--- config.mk ---
export PLATFORM = sky130hd
export DESIGN_NAME = wb_reg_bank_flat
export DESIGN_NICKNAME = d
export VERILOG_FILES = /design/src/rtl/wb_reg_bank_pkg.sv /design/src/rtl/wb_reg_bank_if.sv /design/src/rtl/wb_reg_bank_cell.sv /design/src/rtl/wb_reg_bank.sv /design/src/flat_wrapper.sv
export SDC_FILE = /design/constraint.sdc
export NUM_CORES = 1
export LEC_CHECK = 0
export ABC_AREA = 1
export BUFFER_PORTS_ARGS = -buffer_cell sky130_fd_sc_hd__buf_2
export CORE_MARGIN = 1
export CORE_UTILIZATION = 50
export CTS_CLUSTER_SIZE = 25
export DETAILED_ROUTE_END_ITERATION = 8
export PLACE_DENSITY = 0.88
export SETUP_SLACK_MARGIN = 0.2
export SYNTH_ARGS = -nofsm -noshare
export SYNTH_HDL_FRONTEND = slang
export SYNTH_SLANG_ARGS = --single-unit
--- constraint.sdc ---
create_clock -name wb_clk_i -period 2 [get_ports wb_clk_i]
set_clock_uncertainty 0.2 [all_clocks]
set_input_delay 0.1 -clock wb_clk_i [delete_from_list [all_inputs] [get_ports wb_clk_i]]
set_output_delay 0.1 -clock wb_clk_i [all_outputs]
set_load 0.02 [all_outputs]
--- src/rtl/wb_reg_bank_pkg.sv ---
// wb_reg_bank shared constants and helpers.
// Imported by the interface, the register cell and the top.
package wb_reg_bank_pkg;
  localparam int WB_ADDR_W = 32;
  localparam int WB_DATA_W = 32;
  localparam int WB_SEL_W  = 4;

  function automatic logic [WB_ADDR_W-1:0]
    status_offset(input int num_regs);
    return WB_ADDR_W'(4 * num_regs);
  endfunction

  function automatic logic [WB_DATA_W-1:0]
    byte_mask(input logic [WB_SEL_W-1:0] sel);
    logic [WB_DATA_W-1:0] m;
    m = '0;
    for (int b = 0; b < WB_SEL_W; b++) begin
      m[8*b +: 8] = {8{sel[b]}};
    end
    return m;
  endfunction
endpackage

--- src/rtl/wb_reg_bank_if.sv ---
// Wishbone slave bus bundle for wb_reg_bank.
// The master drives the request, the slave returns ack and data.
interface wb_reg_bank_if;
  import wb_reg_bank_pkg::*;

  logic                 wbs_stb_i;
  logic                 wbs_cyc_i;
  logic                 wbs_we_i;
  logic [WB_SEL_W-1:0]  wbs_sel_i;
  logic [WB_DATA_W-1:0] wbs_dat_i;
  logic [WB_ADDR_W-1:0] wbs_adr_i;
  logic                 wbs_ack_o;
  logic [WB_DATA_W-1:0] wbs_dat_o;

  modport master (
    output wbs_stb_i, wbs_cyc_i, wbs_we_i,
    output wbs_sel_i, wbs_dat_i, wbs_adr_i,
    input  wbs_ack_o, wbs_dat_o
  );

  modport slave (
    input  wbs_stb_i, wbs_cyc_i, wbs_we_i,
    input  wbs_sel_i, wbs_dat_i, wbs_adr_i,
    output wbs_ack_o, wbs_dat_o
  );
endinterface

--- src/rtl/wb_reg_bank_cell.sv ---
// One byte-maskable control register with a reset value.
// Bits with mask=1 take d when we is high.
module wb_reg_bank_cell #(
  parameter int             W       = 32,
  parameter logic [W-1:0]   RST_VAL = '0
) (
  input  logic         clk,
  input  logic         rst_n,
  input  logic         we,
  input  logic [W-1:0] mask,
  input  logic [W-1:0] d,
  output logic [W-1:0] q
);
  logic [W-1:0] q_d;
  logic [W-1:0] q_q;

  always_comb begin
    q_d = q_q;
    if (we) begin
      q_d = (q_q & ~mask) | (d & mask);
    end
  end

  always_ff @(posedge clk or negedge rst_n) begin
    if (!rst_n) begin
      q_q <= RST_VAL;
    end else begin
      q_q <= q_d;
    end
  end

  assign q = q_q;
endmodule

--- src/rtl/wb_reg_bank.sv ---
// Wishbone register bank: NUM_REGS R/W regs plus one status reg.
// Define WB_REG_BANK_STATUS_W1C_EN for a sticky write-1-to-clear status.
module wb_reg_bank
  import wb_reg_bank_pkg::*;
#(
  parameter logic [31:0]          BASE_ADDR   = 32'h3000_0000,
  parameter int                   NUM_REGS    = 4,
  parameter int                   REG_WIDTH   = 32,
  parameter logic [REG_WIDTH-1:0] RESET_VALUE = '0
) (
  input  logic                          wb_clk_i,
  input  logic                          wb_rst_ni,
  wb_reg_bank_if.slave                  wb,
  input  logic [REG_WIDTH-1:0]          status_i,
  output logic [NUM_REGS*REG_WIDTH-1:0] reg_q_o,
  output logic [NUM_REGS-1:0]           reg_wr_o
);
  localparam int IW = 5;
  localparam logic [WB_ADDR_W-1:0] WIN =
    WB_ADDR_W'(4 * (NUM_REGS + 1));

  logic [WB_ADDR_W-1:0] offset;
  logic [IW-1:0]        idx;
  logic                 hit;
  logic                 accept;
  logic                 wr_en;
  logic                 is_status;
  logic [WB_DATA_W-1:0] mask_full;
  logic [REG_WIDTH-1:0] wmask;
  logic [REG_WIDTH-1:0] wdat;
  logic [REG_WIDTH-1:0] stat_val;
  logic [REG_WIDTH-1:0] regs [NUM_REGS];
  logic [WB_DATA_W-1:0] rd;

  logic                 ack_d, ack_q;
  logic [WB_DATA_W-1:0] dat_d, dat_q;
  logic [NUM_REGS-1:0]  wr_d, wr_q;

  assign offset    = wb.wbs_adr_i - BASE_ADDR;
  assign hit       = (wb.wbs_adr_i >= BASE_ADDR) && (offset < WIN);
  assign idx       = offset[2 +: IW];
  assign is_status =
    ({offset[WB_ADDR_W-1:2], 2'b00} == status_offset(NUM_REGS));
  assign accept    = wb.wbs_stb_i && wb.wbs_cyc_i && hit && !ack_q;
  assign wr_en     = accept && wb.wbs_we_i;
  assign mask_full = byte_mask(wb.wbs_sel_i);
  assign wmask     = mask_full[REG_WIDTH-1:0];
  assign wdat      = wb.wbs_dat_i[REG_WIDTH-1:0];

  for (genvar k = 0; k < NUM_REGS; k++) begin : g_reg
    wb_reg_bank_cell #(
      .W       (REG_WIDTH),
      .RST_VAL (RESET_VALUE)
    ) u_cell (
      .clk   (wb_clk_i),
      .rst_n (wb_rst_ni),
      .we    (wr_en && (idx == IW'(k))),
      .mask  (wmask),
      .d     (wdat),
      .q     (regs[k])
    );
    assign reg_q_o[k*REG_WIDTH +: REG_WIDTH] = regs[k];
  end

`ifdef WB_REG_BANK_STATUS_W1C_EN
  logic [REG_WIDTH-1:0] sticky_d, sticky_q;
  logic [REG_WIDTH-1:0] clr;

  // set is ORed in after the clear so a same-cycle set wins
  always_comb begin
    clr = '0;
    if (wr_en && is_status) begin
      clr = wdat & wmask;
    end
    sticky_d = (sticky_q & ~clr) | status_i;
  end

  always_ff @(posedge wb_clk_i or negedge wb_rst_ni) begin
    if (!wb_rst_ni) begin
      sticky_q <= '0;
    end else begin
      sticky_q <= sticky_d;
    end
  end

  assign stat_val = sticky_q;
`else
  assign stat_val = status_i;
`endif

  always_comb begin
    rd = '0;
    for (int k = 0; k < NUM_REGS; k++) begin
      if (idx == IW'(k)) begin
        rd[REG_WIDTH-1:0] = regs[k];
      end
    end
    if (is_status) begin
      rd[REG_WIDTH-1:0] = stat_val;
    end
  end

  always_comb begin
    ack_d = accept;
    dat_d = '0;
    wr_d  = '0;
    if (accept && !wb.wbs_we_i) begin
      dat_d = rd;
    end
    for (int k = 0; k < NUM_REGS; k++) begin
      wr_d[k] = wr_en && (idx == IW'(k));
    end
  end

  always_ff @(posedge wb_clk_i or negedge wb_rst_ni) begin
    if (!wb_rst_ni) begin
      ack_q <= 1'b0;
      dat_q <= '0;
      wr_q  <= '0;
    end else begin
      ack_q <= ack_d;
      dat_q <= dat_d;
      wr_q  <= wr_d;
    end
  end

  assign wb.wbs_ack_o = ack_q;
  assign wb.wbs_dat_o = dat_q;
  assign reg_wr_o     = wr_q;
endmodule

--- src/flat_wrapper.sv ---
// flat-port wrapper written by rule: the top's interface ports become plain ports
module wb_reg_bank_flat import wb_reg_bank_pkg::*;
#(
  parameter logic [31:0]          BASE_ADDR   = 32'h3000_0000,
  parameter int                   NUM_REGS    = 4,
  parameter int                   REG_WIDTH   = 32,
  parameter logic [REG_WIDTH-1:0] RESET_VALUE = '0
)
  (wb_clk_i, wb_rst_ni, status_i, reg_q_o, reg_wr_o, wb_wbs_stb_i, wb_wbs_cyc_i, wb_wbs_we_i, wb_wbs_sel_i, wb_wbs_dat_i, wb_wbs_adr_i, wb_wbs_ack_o, wb_wbs_dat_o);
  wb_reg_bank_if wb_i ();
  input  logic wb_clk_i;
  input  logic wb_rst_ni;
  input  logic [REG_WIDTH-1:0] status_i;
  output logic [NUM_REGS*REG_WIDTH-1:0] reg_q_o;
  output logic [NUM_REGS-1:0] reg_wr_o;
  input wire logic [$bits(wb_i.wbs_stb_i)-1:0] wb_wbs_stb_i;
  input wire logic [$bits(wb_i.wbs_cyc_i)-1:0] wb_wbs_cyc_i;
  input wire logic [$bits(wb_i.wbs_we_i)-1:0] wb_wbs_we_i;
  input wire logic [$bits(wb_i.wbs_sel_i)-1:0] wb_wbs_sel_i;
  input wire logic [$bits(wb_i.wbs_dat_i)-1:0] wb_wbs_dat_i;
  input wire logic [$bits(wb_i.wbs_adr_i)-1:0] wb_wbs_adr_i;
  output wire logic [$bits(wb_i.wbs_ack_o)-1:0] wb_wbs_ack_o;
  output wire logic [$bits(wb_i.wbs_dat_o)-1:0] wb_wbs_dat_o;
  assign wb_i.wbs_stb_i = wb_wbs_stb_i;
  assign wb_i.wbs_cyc_i = wb_wbs_cyc_i;
  assign wb_i.wbs_we_i = wb_wbs_we_i;
  assign wb_i.wbs_sel_i = wb_wbs_sel_i;
  assign wb_i.wbs_dat_i = wb_wbs_dat_i;
  assign wb_i.wbs_adr_i = wb_wbs_adr_i;
  assign wb_wbs_ack_o = wb_i.wbs_ack_o;
  assign wb_wbs_dat_o = wb_i.wbs_dat_o;
  wb_reg_bank #(.BASE_ADDR(BASE_ADDR), .NUM_REGS(NUM_REGS), .REG_WIDTH(REG_WIDTH), .RESET_VALUE(RESET_VALUE)) u_core (.wb_clk_i(wb_clk_i), .wb_rst_ni(wb_rst_ni), .wb(wb_i), .status_i(status_i), .reg_q_o(reg_q_o), .reg_wr_o(reg_wr_o));
endmodule
==> summary by stage <==
STA
The time the worst path needs with I/O delays and setup is 2310 ps. Setup slack on the critical path of the routed design comes to -314 ps. The number of setup violations in the final report is 51. For this run, the top clock speed supported by timing is 432 MHz.

The final number of hold-violating endpoints was 9. The slew at the pin with the worst max-slew slack is 686 ps. Hold timing on the final database bottoms out at a slack of -91.3 ps. The number of slew-limit violations in the final report is 0.

Dividing the final minimum period by the clock period gives 1.16. Measured against its own limit, the worst slew margin works out to 0.543. Setup repair after global routing could not meet its margin everywhere.

Power and ir drop
The total power consumption of the routed design is 0.00704 W. For this design the static power due to leakage is 6.44 nW. The worst voltage drop across the vdd grid is 530 uV. Dividing total power by cell area gives a power density of 601 nW/um2.

Floorplan
The floorplan row count is 44. The floorplan step set the die width to 126 um. The die extent in y is 126 um. The core region is 14800 um2.

The total die area is 15900 um2. The number of primary I/O pins is 270. The initial standard-cell utilization of the core is 0.521.

Synth
The mapped netlist covers 7680 um2. The number of standard cells after synthesis is 972. The number of warnings reported in the yosys synthesis log is 0. sky130_fd_sc_hd__nand2_1 is the most common cell in the netlist. The dominant cell type by area after synthesis is sky130_fd_sc_hd__dfrtp_1. For this run, the register share of the synthesized area comes to 0.537.

The count of flip-flops with a built-in enable after synthesis is 0. Ranked by instance count, the synthesized netlist is headed by 427 x sky130_fd_sc_hd__nand2_1, 169 x sky130_fd_sc_hd__nand3_1, 165 x sky130_fd_sc_hd__dfrtp_1. In this run, distinct cell masters in the synthesized netlist total 22. The most used flip-flop cell after synthesis is sky130_fd_sc_hd__dfrtp_1. By area the synthesized netlist is led by sky130_fd_sc_hd__dfrtp_1 54%, sky130_fd_sc_hd__nand2_1 21%, sky130_fd_sc_hd__nand3_1 11%. The proportion of register bits with asynchronous set or reset after synthesis is 1.00. The average instance in the mapped netlist occupies 7.91 um2. Counting every net in the synthesized netlist gives 1077. Of the post-synthesis cell area, the dominant cell type holds 0.537. The synthesized design contains 165 register bits.

Final layout
The final standard cell count with taps included and fillers excluded is 1539. The number of nets in the final layout is 1445. The total non-filler cell area in the finished layout is 11700 um2. The area growth from synthesis to final layout is 52.4%. Of the cells placed in the final design, the portion with a size suffix greater than 1 is 0.382.

Clocking
After clock tree synthesis, the clock-pin slew on the worst setup and hold paths is 70 ps. The clock tree root buffer cell is sky130_fd_sc_hd__clkbuf_16. Clock tree synthesis inserted a total of 17 buffers. The clock latency reported for the late side of the worst-skew pair is 430 ps. TritonCTS built the clock tree.

The clock drives 165 sinks. After clock tree synthesis, the flow added hold-fix buffers numbering 71. No sink is reached through more buffers than the 2 on the longest clock path. CTS built an H-tree with a depth of 4.

Global routing
The number of global-route vias before repair came to 9039. The number of antenna violations at the first check in global routing is 3. The overall track demand over capacity in global routing is 0.388. After global routing the overflow that remains totals 0. The largest net degree at the start of global routing is 55. The first global-routing pass estimated 47100 um of wire.

Placed design
At the end of routability-driven placement, the weighted congestion stood at 0.890. Buffers placed on the I/O ports in this run total 267. The HPWL after detailed placement is 17500 um. The post-detailed-placement cell area is 9530 um2. Once placement completed, the tool counted placed cells totaling 1416.

Critical path
The arrival time at the worst endpoint is 2380 ps. The sort of element at the end of the critical path is a flip-flop. The maximum net fanout on the critical path is 6. The launching element type of the critical path is a flip-flop. The kind of critical path is reg2reg. Data on the critical path is required at its endpoint by 2070 ps.

Detailed routing
The pre-antenna-repair detailed-routing pass consisted of 6 iterations. The DRC violation count after routing is 0. After detailed routing, the average wire length per cell comes to 22.5 um. The final layout contains routed wiring with a total length of 34600 um. The detailed router finished its first iteration with 1382 violations. In this run the remaining antenna-violating nets after routing total 0. Dividing the detail-routed via count by the number of cells gives 6.14. For this block, the via count after detailed routing is 9445.

Status
The flow ran to the end, but the final reports show violations. The final reports fail on hold timing, setup timing.

Hold path
The worst hold-check path type is in2reg.

Job
The max-capacitance violation count is 0.
-- logic make-up after synthesis --
| family | after synthesis | share of synthesized area |
|---|---|---|
| buffers and inverters | 69 | 0.0391 |
| AO/OA/AOI/OAI | 34 | 0.0221 |
| AND/OR/NAND/NOR | 704 | 0.401 |
| flip-flops | 165 | 0.537 |
-- critical path, cell delays in order (launching register included) --
cell and delay [ps]:
sky130_fd_sc_hd__dfrtp_2 410, sky130_fd_sc_hd__inv_2 50, sky130_fd_sc_hd__nand2_2 50, sky130_fd_sc_hd__nor2_4 90
sky130_fd_sc_hd__nand2_2 60, sky130_fd_sc_hd__nor2_2 110, sky130_fd_sc_hd__nand2_2 90, sky130_fd_sc_hd__buf_6 130
sky130_fd_sc_hd__nor3_4 140, sky130_fd_sc_hd__buf_8 190, sky130_fd_sc_hd__buf_8 160, sky130_fd_sc_hd__o21ai_2 60
sky130_fd_sc_hd__nor2_1 410
-- cell type report --
| type | instances | area (um2) |
|---|---|---|
| clock inverter | 14 | 129 |
| clock buffer | 18 | 439 |
| tap | 184 | 230 |
| fill | 852 | 3040 |
| multi-input combinational | 738 | 3750 |
| sequential | 165 | 4130 |
| antenna | 2 | 5.00 |
| inverter | 17 | 66.3 |
| timing repair buffer | 401 | 2970 |
-- report_power, final --
part	leakage, nW	internal [W]	switching (W)	total [W]
sequential	2.30	0.00334	0.00000000000210	0.00334
clock	0.273	0.00176	0.00145	0.00321
combinational	3.86	0.000204	0.000294	0.000499
-- placed cells by master, fill, tap and decap left out, drive strengths merged --
| master | count |
|---|---|
| nand2 | 427 |
| buf | 321 |
| nand3 | 170 |
| dfrtp | 165 |
| nor2 | 88 |
| dlygate4sd3 | 71 |
| o21ai | 32 |
| clkbuf | 27 |
| inv | 18 |
| nand4 | 16 |
| clkinv | 9 |
| clkinvlp | 3 |
| nor3 | 3 |
| diode | 2 |
| a21oi | 2 |
| bufinv | 1 |
-- per-stage QoR --
step                 util  setup WS [ps]  setup TNS [ps]  hold WS (ps)
detailed placement  0.646           1.49               0          -106
global placement    0.646           61.0               0          -109
global route        0.794           -358          -14910         -81.5
CTS                 0.741           9.57               0          -103
finish              0.794           -314           -1160         -91.3
floorplan               -            204               0          -396
-- final timing paths --
path                                               start                                end  slack [ps]  cells past startpoint
max in group asynchronous                      wb_rst_ni         asynchronous set/reset pin         980                      3
max                        u_core.wb.wbs_ack_o$_DFF_PN0_   u_core.wb.wbs_dat_o[6]$_DFF_PN0_        -310                     12
min in group asynchronous                      wb_rst_ni  u_core.wb.wbs_dat_o[12]$_DFF_PN0_         -10                      2
max reg2reg                u_core.wb.wbs_ack_o$_DFF_PN0_   u_core.wb.wbs_dat_o[6]$_DFF_PN0_        -310                     12
min                                     wb_wbs_adr_i[12]      u_core.wb.wbs_ack_o$_DFF_PN0_         -90                      4
min reg2reg                                    flip-flop                          flip-flop         290                      2
-- metal layers --
metal,up-vias,track usage,share of wire
met5,-,0,0.00075
li1,3879,-,-
met2,910,0.654,0.47
met1,4353,0.434,0.33
met3,299,0.107,0.13
met4,4,0.250,0.077
-- repair_timing --
| action | 4_1_cts | 5_1_grt |
|---|---|---|
| hold endpoints to repair | 327 | 1 |
| setup endpoints to repair | 160 | 164 |
| buffers inserted | 2 | 4 |
| resized for setup | 45 | 155 |
| cloned | 2 | 10 |
| pin swaps | 18 | 74 |
Note: power is estimated with default switching activity, not from simulation.
